### config.mk
export PLATFORM = sky130hd
export DESIGN_NAME = dmem_arbiter
export DESIGN_NICKNAME = d
export VERILOG_FILES = /design/src/rtl/dmem_arbiter_pkg.sv /design/src/rtl/dmem_arbiter_rr_pick2.sv /design/src/rtl/dmem_arbiter.sv
export SDC_FILE = /design/constraint.sdc
export NUM_CORES = 1
export LEC_CHECK = 0
export ABC_AREA = 1
export CAP_MARGIN = 20
export CELL_PAD_IN_SITES_DETAIL_PLACEMENT = 1
export CELL_PAD_IN_SITES_GLOBAL_PLACEMENT = 1
export CORE_AREA = 2 2 91 180
export DETAILED_ROUTE_END_ITERATION = 8
export DIE_AREA = 0 0 93 182
export PLACE_DENSITY_LB_ADDON = 0.05
export SYNTH_ARGS = -nofsm -noshare
export SYNTH_HDL_FRONTEND = slang
export SYNTH_SLANG_ARGS = --single-unit
### constraint.sdc
create_clock -name clk -period 3.9 [get_ports clk]
set_clock_uncertainty 0.1 [all_clocks]
set_input_delay 0.585 -clock clk [delete_from_list [all_inputs] [get_ports clk]]
set_output_delay 0.585 -clock clk [all_outputs]
set_load 0.01 [all_outputs]
### src/rtl/dmem_arbiter_pkg.sv
// Shared definitions for the data-memory arbiter.
//   state_t : arbiter FSM encoding (IDLE -> CMD -> RESP)
//   REQ_CPU : requester index of the CPU data port
//   REQ_DBG : requester index of the debug/loader port
package dmem_arbiter_pkg;

  typedef enum logic [1:0] {
    IDLE = 2'd0,
    CMD  = 2'd1,
    RESP = 2'd2
  } state_t;

  localparam logic REQ_CPU = 1'b0;
  localparam logic REQ_DBG = 1'b1;

endpackage

### src/rtl/dmem_arbiter_rr_pick2.sv
// Two-requester winner selection (purely combinational).
//   req[1:0]   : request vector, bit i = requester i
//   last_owner : requester served by the most recent command
//   lock       : debug port burst lock
//   valid      : at least one eligible requester
//   winner     : index of the selected requester
// FIXED_PRIO=1 makes the CPU win every tie; 0 alternates on ties.
module rr_pick2
  import dmem_arbiter_pkg::*;
#(
  parameter bit FIXED_PRIO = 1'b0
) (
  input  logic [1:0] req,
  input  logic       last_owner,
  input  logic       lock,
  output logic       valid,
  output logic       winner
);

  logic [1:0] eligible;

  // NOTE: every output of a combinational block gets a default first, so no
  // path leaves it unassigned and no latch is inferred.
  always_comb begin
    eligible = req;
    // A held lock keeps ownership with the debug port once it has it; the
    // CPU is masked out even if the debug port is momentarily not requesting.
    if (lock && (last_owner == REQ_DBG)) begin
      eligible = {req[1], 1'b0};
    end

    valid  = |eligible;
    winner = REQ_CPU;
    if (eligible == 2'b11) begin
      winner = FIXED_PRIO ? REQ_CPU : ~last_owner;
    end else if (eligible[1]) begin
      winner = REQ_DBG;
    end
  end

endmodule

### src/rtl/dmem_arbiter.sv
// Arbitrates a single-port data memory between the CPU data port (m0) and a
// debug/loader port (m1).
//   clk, rst          : clock, asynchronous active-low reset
//   m0_*              : CPU requester (req/we/addr/wdata in, gnt/rvalid/rdata out)
//   m1_*              : debug requester, plus m1_lock to hold a burst
//   mem_read/mem_write: one-cycle memory strobes, only in CMD
//   mem_addr/mem_wdata: command driven to memory
//   mem_rdata         : combinational read data of mem_addr
// A request seen in cycle N is granted (with the memory strobe) in N+1 and a
// read returns rvalid in N+2; a new decision is taken in RESP, so back-to-back
// commands issue every two cycles.
module dmem_arbiter
  import dmem_arbiter_pkg::*;
#(
  parameter int ADDR_W     = 6,
  parameter int DATA_W     = 32,
  parameter bit FIXED_PRIO = 1'b0
) (
  input  logic              clk,
  input  logic              rst,

  input  logic              m0_req,
  input  logic              m0_we,
  input  logic [ADDR_W-1:0] m0_addr,
  input  logic [DATA_W-1:0] m0_wdata,
  output logic              m0_gnt,
  output logic              m0_rvalid,
  output logic [DATA_W-1:0] m0_rdata,

  input  logic              m1_req,
  input  logic              m1_we,
  input  logic [ADDR_W-1:0] m1_addr,
  input  logic [DATA_W-1:0] m1_wdata,
  input  logic              m1_lock,
  output logic              m1_gnt,
  output logic              m1_rvalid,
  output logic [DATA_W-1:0] m1_rdata,

  output logic              mem_read,
  output logic              mem_write,
  output logic [ADDR_W-1:0] mem_addr,
  output logic [DATA_W-1:0] mem_wdata,
  input  logic [DATA_W-1:0] mem_rdata
);

  state_t            state_q, state_d;
  logic              last_owner_q, last_owner_d;
  logic              cmd_owner_q, cmd_owner_d;
  logic              cmd_we_q, cmd_we_d;
  logic [ADDR_W-1:0] cmd_addr_q, cmd_addr_d;
  logic [DATA_W-1:0] cmd_wdata_q, cmd_wdata_d;
  logic [DATA_W-1:0] rdata0_q, rdata0_d;
  logic [DATA_W-1:0] rdata1_q, rdata1_d;

  logic pick_valid;
  logic pick_winner;
  logic decide;

  rr_pick2 #(
    .FIXED_PRIO (FIXED_PRIO)
  ) u_pick (
    .req        ({m1_req, m0_req}),
    .last_owner (last_owner_q),
    .lock       (m1_lock),
    .valid      (pick_valid),
    .winner     (pick_winner)
  );

  // Decisions are taken in IDLE and RESP; CMD is always followed by RESP.
  assign decide = (state_q == IDLE) || (state_q == RESP);

  // ---------------------------------------------------------------- state reg
  // NOTE: sequential state uses non-blocking assignments so every flop samples
  // the pre-edge value of the others, independent of statement order.
  always_ff @(posedge clk or negedge rst) begin
    if (!rst) begin
      state_q <= IDLE;
    end else begin
      state_q <= state_d;
    end
  end

  // --------------------------------------------------------------- next state
  always_comb begin
    state_d = IDLE;
    case (state_q)
      IDLE, RESP: state_d = pick_valid ? CMD : IDLE;
      CMD:        state_d = RESP;
      default:    state_d = IDLE;
    endcase
  end

  // ------------------------------------------------------------------ outputs
  always_comb begin
    mem_read  = (state_q == CMD) && !cmd_we_q;
    mem_write = (state_q == CMD) &&  cmd_we_q;
    mem_addr  = cmd_addr_q;
    mem_wdata = cmd_wdata_q;
    m0_gnt    = (state_q == CMD)  && (cmd_owner_q == REQ_CPU);
    m1_gnt    = (state_q == CMD)  && (cmd_owner_q == REQ_DBG);
    m0_rvalid = (state_q == RESP) && !cmd_we_q && (cmd_owner_q == REQ_CPU);
    m1_rvalid = (state_q == RESP) && !cmd_we_q && (cmd_owner_q == REQ_DBG);
    m0_rdata  = rdata0_q;
    m1_rdata  = rdata1_q;
  end

  // ----------------------------------------------------------------- datapath
  always_comb begin
    last_owner_d = last_owner_q;
    cmd_owner_d  = cmd_owner_q;
    cmd_we_d     = cmd_we_q;
    cmd_addr_d   = cmd_addr_q;
    cmd_wdata_d  = cmd_wdata_q;
    rdata0_d     = rdata0_q;
    rdata1_d     = rdata1_q;

    // The command is captured at decision time, so later changes on the
    // requester inputs (including a dropped req) do not affect it.
    if (decide && pick_valid) begin
      cmd_owner_d = pick_winner;
      if (pick_winner == REQ_DBG) begin
        cmd_we_d    = m1_we;
        cmd_addr_d  = m1_addr;
        cmd_wdata_d = m1_wdata;
      end else begin
        cmd_we_d    = m0_we;
        cmd_addr_d  = m0_addr;
        cmd_wdata_d = m0_wdata;
      end
    end

    if (state_q == CMD) begin
      last_owner_d = cmd_owner_q;
      if (!cmd_we_q) begin
        if (cmd_owner_q == REQ_DBG) rdata1_d = mem_rdata;
        else                        rdata0_d = mem_rdata;
      end
    end
  end

  // last_owner resets to the debug port so the CPU wins the first tie.
  always_ff @(posedge clk or negedge rst) begin
    if (!rst) begin
      last_owner_q <= REQ_DBG;
      cmd_owner_q  <= REQ_CPU;
      cmd_we_q     <= 1'b0;
      cmd_addr_q   <= '0;
      cmd_wdata_q  <= '0;
      rdata0_q     <= '0;
      rdata1_q     <= '0;
    end else begin
      last_owner_q <= last_owner_d;
      cmd_owner_q  <= cmd_owner_d;
      cmd_we_q     <= cmd_we_d;
      cmd_addr_q   <= cmd_addr_d;
      cmd_wdata_q  <= cmd_wdata_d;
      rdata0_q     <= rdata0_d;
      rdata1_q     <= rdata1_d;
    end
  end

endmodule

Word level (Yosys, flattened, before mapping)
Cells that the tools add are included.

Output and inout port bits: 108. Input port bits: 115. Flip-flop bits (word level): 107.

Equal/unequal tests: 3. Multiplexer cells: 8. Bitwise operators: 3. Reduce and logical (&&, ||, !) cells: 16.

Operators by type and width (count): 32-bit 2-to-1 mux (1); 1-bit logical AND (9); 6-bit 2-to-1 mux (1); 3-bit AND reduction (2); 1-bit 2-to-1 mux (5); 2-bit == test, second input constant (2); 2-bit case mux with 2 select lines (1); 2-bit OR reduction (2); 1-bit NOT (3); 2-bit by 1-bit == test with 1-bit output, second input constant (1); 2-bit logical NOT (1); 1-bit logical NOT (1); 1-bit logical OR (1).

Depth between registers and ports, before layout
Word-level depth: 5. Depth in mapped cells: 7. Gate-level depth less buffers: 6.

Modules after synthesis
A second synthesis with hierarchy kept.

Cells, all modules: 563. Area, all modules: 4745.8 um^2.

By module, submodules not included: dmem_arbiter (instances 1, cells an instance 555, seq. area each 2678.8 um^2, area each 4714.5 um^2); rr_pick2 (instances 1, cells an instance 8, seq. area each 0.0 um^2, area each 31.3 um^2).

Worst setup path after synthesis
Ideal clock, no wire load.

Path type: flip-flop to output port. From: register state_q[1]. To: output m0_gnt. Required time: 3.215 ns. Cell stages (with the launch flop): 4. Buffers on the path: 0. Path slack: 2.381 ns. Arrival: 0.834 ns. Cells stage by stage: dfrtp_1 nor2_8 inv_1 nor2_1.

Word-level cells in the longest chain between the ends: 2.

RTL lines: start, declared (line dmem_arbiter.sv:46) `state_t state_q, state_d;`; start signal, assigned (line dmem_arbiter.sv:79) `state_q <= state_d;`; 2-bit by 1-bit == test with 1-bit output (line dmem_arbiter.sv:99) `m0_gnt = (state_q == CMD) && (cmd_owner_q == REQ_CPU);`; 1-bit logical AND (line dmem_arbiter.sv:99); end, declared (line dmem_arbiter.sv:26) `output logic m0_gnt,`.

Every way passes these cells.

Final worst setup path
From: register state_q[0]. To: output m0_gnt.

The elaborated chain is that of the path after synthesis.

==> results.txt <==
- The flow ran to the end, and the final reports show no timing, DRC or antenna violations.
- Clock-pin slew on the worst setup and hold paths: 0.08 ns
* Number of rows created at floorplan: between 60 and 70
* CTS tree: built
- For met1 alone, demand over resource in global routing was 0.246.
- Across all hold checks on the routed design, the worst slack comes to 0.178 ns.
* Top-Level Pins: 223
* Proportion of synthesized area in mux cells: 0
* Lkg Pwr: 3.60 nW
- Remaining global-route overflow: 0
- Initial antenna violation count: 0
- The critical path is of the flop to output pin type.
- The core region is between 15,000 and 20,000 sq um.
- Weighted congestion reported at the end of routability-driven placement: approximately 0.75
- The largest single stage delay on the critical path is 0.59 ns.
* Net count of the mapped netlist: 675
* Number of gates resized after CTS: 0
- The via count of the first global-routing pass was approximately 4,700.
* Worst slack at placement: 1.20 ns
* Worst reg-to-reg path cell count: 6
* Crit-path cells: inv_2 -> nor2_8 -> inv_1 -> nor2_1 -> clkdlybuf4s50_1
- The worst-case IR drop observed on VDD is 271 uV.
* Data arrival time of the critical path: 1.79 ns
- Critical path startpoint category: flop
- Measured against its own limit, the worst slew margin works out to 0.480.
- Power per cell area: slightly below 700 nW/um^2
* Data required, critical path: about 3.2 ns
* Setup violations, final: 0
- In the finished design, the share of the clock period the worst path needs comes to 0.634.
- Maximum fanout along the worst path: 5
- Synthesized-area fraction occupied by ao, oa, aoi and oai cells: 0.0699
* Number of storage elements in the synthesis netlist: ~110
- Reg2Reg Launch Point: state_q[0]$_DFF_PN0_
* Unrepaired setup endpoints after global routing: false
- Across all register-to-register paths, the minimum setup slack is 1.79 ns.
- Count of mapped cells out of synthesis: between 500 and 600
- By area, the combinational part of the netlist is dominated by simple AND/OR/NAND/NOR gates.
- The tree built by TritonCTS fans out to approximately 110 sinks.
- After the first detailed-routing iteration, the DRC count stood at 105.
- Chip width: 93 microns
- The die covers roughly 17,000 sq um.
- In the final routed layout, each cell accounts on average for between 15 and 20 microns.
* Share of the yosys chip area belonging to registers: 0.567
* # port buffers: 222
- Worst Path Buf+Inv: 3
- The largest individual stage delay along the critical path comes from the cell clkdlybuf4s50_1.
* Final Hold Vio Count: 0
- Synth-to-Final Area Change: 57.7%
- Placed inst area: 7150 sq um
- Met3 track demand over resource: 0.0560
* Clock root buffer master: clkbuf_16
- Met2 global-route usage: 0.290
* H-tree levels: 3
* Cell Area, Synth: approximately 4700 sq um
- Timing-limited maximum frequency: 405 MHz
* Final TNS setup: 0 ns
- Antenna viol nets, final: 0
- In the routed design, unresolved DRC markers number 0.
- In this run, post-CTS hold repair placed 0 buffers.
- The netlist uses 16 different library cells.
- Number of vias per cell after detailed routing: about 4.5
- TritonCTS created 9 clock buffers.
* Critical path capture point type: output pin
- Gr usage total: 0.186
- Of the total synthesized cell area, the portion taken by XOR and XNOR cells is 0.
- 0 antenna diodes ended up in the layout.
* Share of post-route cells with drive strength above 1: 0.0426
- Max-slew violation count: 0
* Final critical delay including setup and external delays: roughly 2.5 ns
* Largest net degree at the start of global routing: 57
- Of the total synthesized cell area, the portion taken by full adders, half adders and majority gates is 0.
* Count of nets after finishing: between 800 and 900
- Min-delay worst type: primary input to async pin
* Post-CTS Setup Inserts: 0
* Detail Placement HPWL: around 11,000 microns
- The cell family contributing the most delay on the critical path is buffers and inverters.
* Clk_lat worst skew: 0.35 ns
- First-pass GRT wire length: between 20,000 and 25,000 microns
- Initial core utilization: 0.303
- Routed Wire Length: 15,300 microns
* Synthesis Warnings: 0
* Pre-Repair DR Iteration Count: 4
- Final worst-path setup slack: 1.43 ns
- Of the total synthesized cell area, the portion taken by AND, OR, NAND and NOR gates is 0.269.
- Across the run, the number of max-cap violations was 0.
* Bufs on Longest Clock Path: 2
- Detailed routing inserted a total of 4,421 vias.
* End of the worst register-to-register path: m1_rdata[0]$_DFFE_PN0P_
- Vertical extent of the die: 182 microns
* Highest-utilization routing layer at the global route stage: met2
- Post-synthesis area per instance: 8.44 sq um
- Post-route design area: between 7000 and 8000 sq um
- For the pin with the worst max-slew slack, the measured transition is 0.779 ns.
-- per-stage QoR --
stage / std cells / utilization / total power (W)
6_report: 976 / 0.477 / 0.00505
5_1_grt: 976 / 0.477 / 0.00543
4_1_cts: 976 / 0.477 / 0.00514
3_5_place_dp: 960 / 0.458 / 0.00417
3_3_place_gp: 959 / 0.456 / 0.00412
2_1_floorplan: 560 / - / 0.00278
-- where the power goes --
| part | switching [W] | internal, W | total (W) |
|---|---|---|---|
| Clock | 0.000462 | 0.000470 | 0.000932 |
| Sequential | 0.000288 | 0.00161 | 0.00190 |
| Combinational | 0.00101 | 0.00122 | 0.00222 |
-- per-layer routing --
metal,vias to the layer above,share of wire
met5,-,0
met4,0,0.020
met3,17,0.072
met2,147,0.47
met1,2098,0.43
li1,2159,-
-- how the worst max path moves through the flow --
stage,from,end,slack (ns),depth (start not counted)
2_1_floorplan,state_q[1]$_DFF_PN0_,m0_gnt,2.38,3
3_3_place_gp,m1_lock,mem_wdata[24]$_DFFE_PN0P_,1.25,8
3_5_place_dp,m1_lock,mem_wdata[29]$_DFFE_PN0P_,1.20,8
4_1_cts,state_q[0]$_DFF_PN0_,m0_gnt,1.39,5
5_1_grt,state_q[0]$_DFF_PN0_,m1_gnt,1.33,5
6_report,state_q[0]$_DFF_PN0_,m0_gnt,1.43,5
-- kinds of logic after synthesis --
logic type      after synthesis
simple gates                278
buf+inv                     109
flops                       107
compound gates               66
-- cell type report --
type                    instances  area, sq um
clock buffers                  10          239
flip-flops and latches        107         2680
repair buffers                231         2320
fillers                      1868         8160
clock inverters                 6         62.6
inverters                      77          289
well taps                     201          251
multi-input cells             344         1610
-- Yosys cell counts --
library cell	count	area, sq um
nand2_1	187	702
dfrtp_1	106	2650
inv_1	75	282
o21ai_1	65	325
nand3_1	41	205
nand3b_1	39	293
buf_2	26	130
nor2_1	8	30.0
clkbuf_1	3	11.3
buf_1	2	7.51
inv_2	2	7.51
nand3_2	2	20.0
a21oi_1	1	5.00
buf_4	1	7.51
dfstp_2	1	26.3
nor2_8	1	20.0
-- registers in the layout, summed over array words and instances (netlist names) --
signal and cells:
m0_rdata 32, mem_wdata 32, mem_addr 6, cmd_owner_q 1, cmd_we_q 1, state_q 2, last_owner_q 1, m1_rdata 32
-- cell usage in the layout (no fill, tap or decap), types with 2 or more instances in the layout --
cell type / instances
clkbuf_16: 9
nand3_2: 2
buf_4: 8
nand2_1: 187
nor2_1: 8
inv_2: 2
dfrtp_1: 106
inv_6: 3
nand3b_1: 39
inv_1: 75
nand3_1: 41
clkdlybuf4s50_1: 221
o21ai_1: 65
-- worst reg2reg max path: stages, from the launching register on --
cell and delay [ns]:
dfrtp_1 0.41, inv_2 0.09, nor2_8 0.12, nand3_2 0.60, buf_4 0.51, nand2_1 0.11, o21ai_1 0.06
Power figures use the tool's default switching activity.
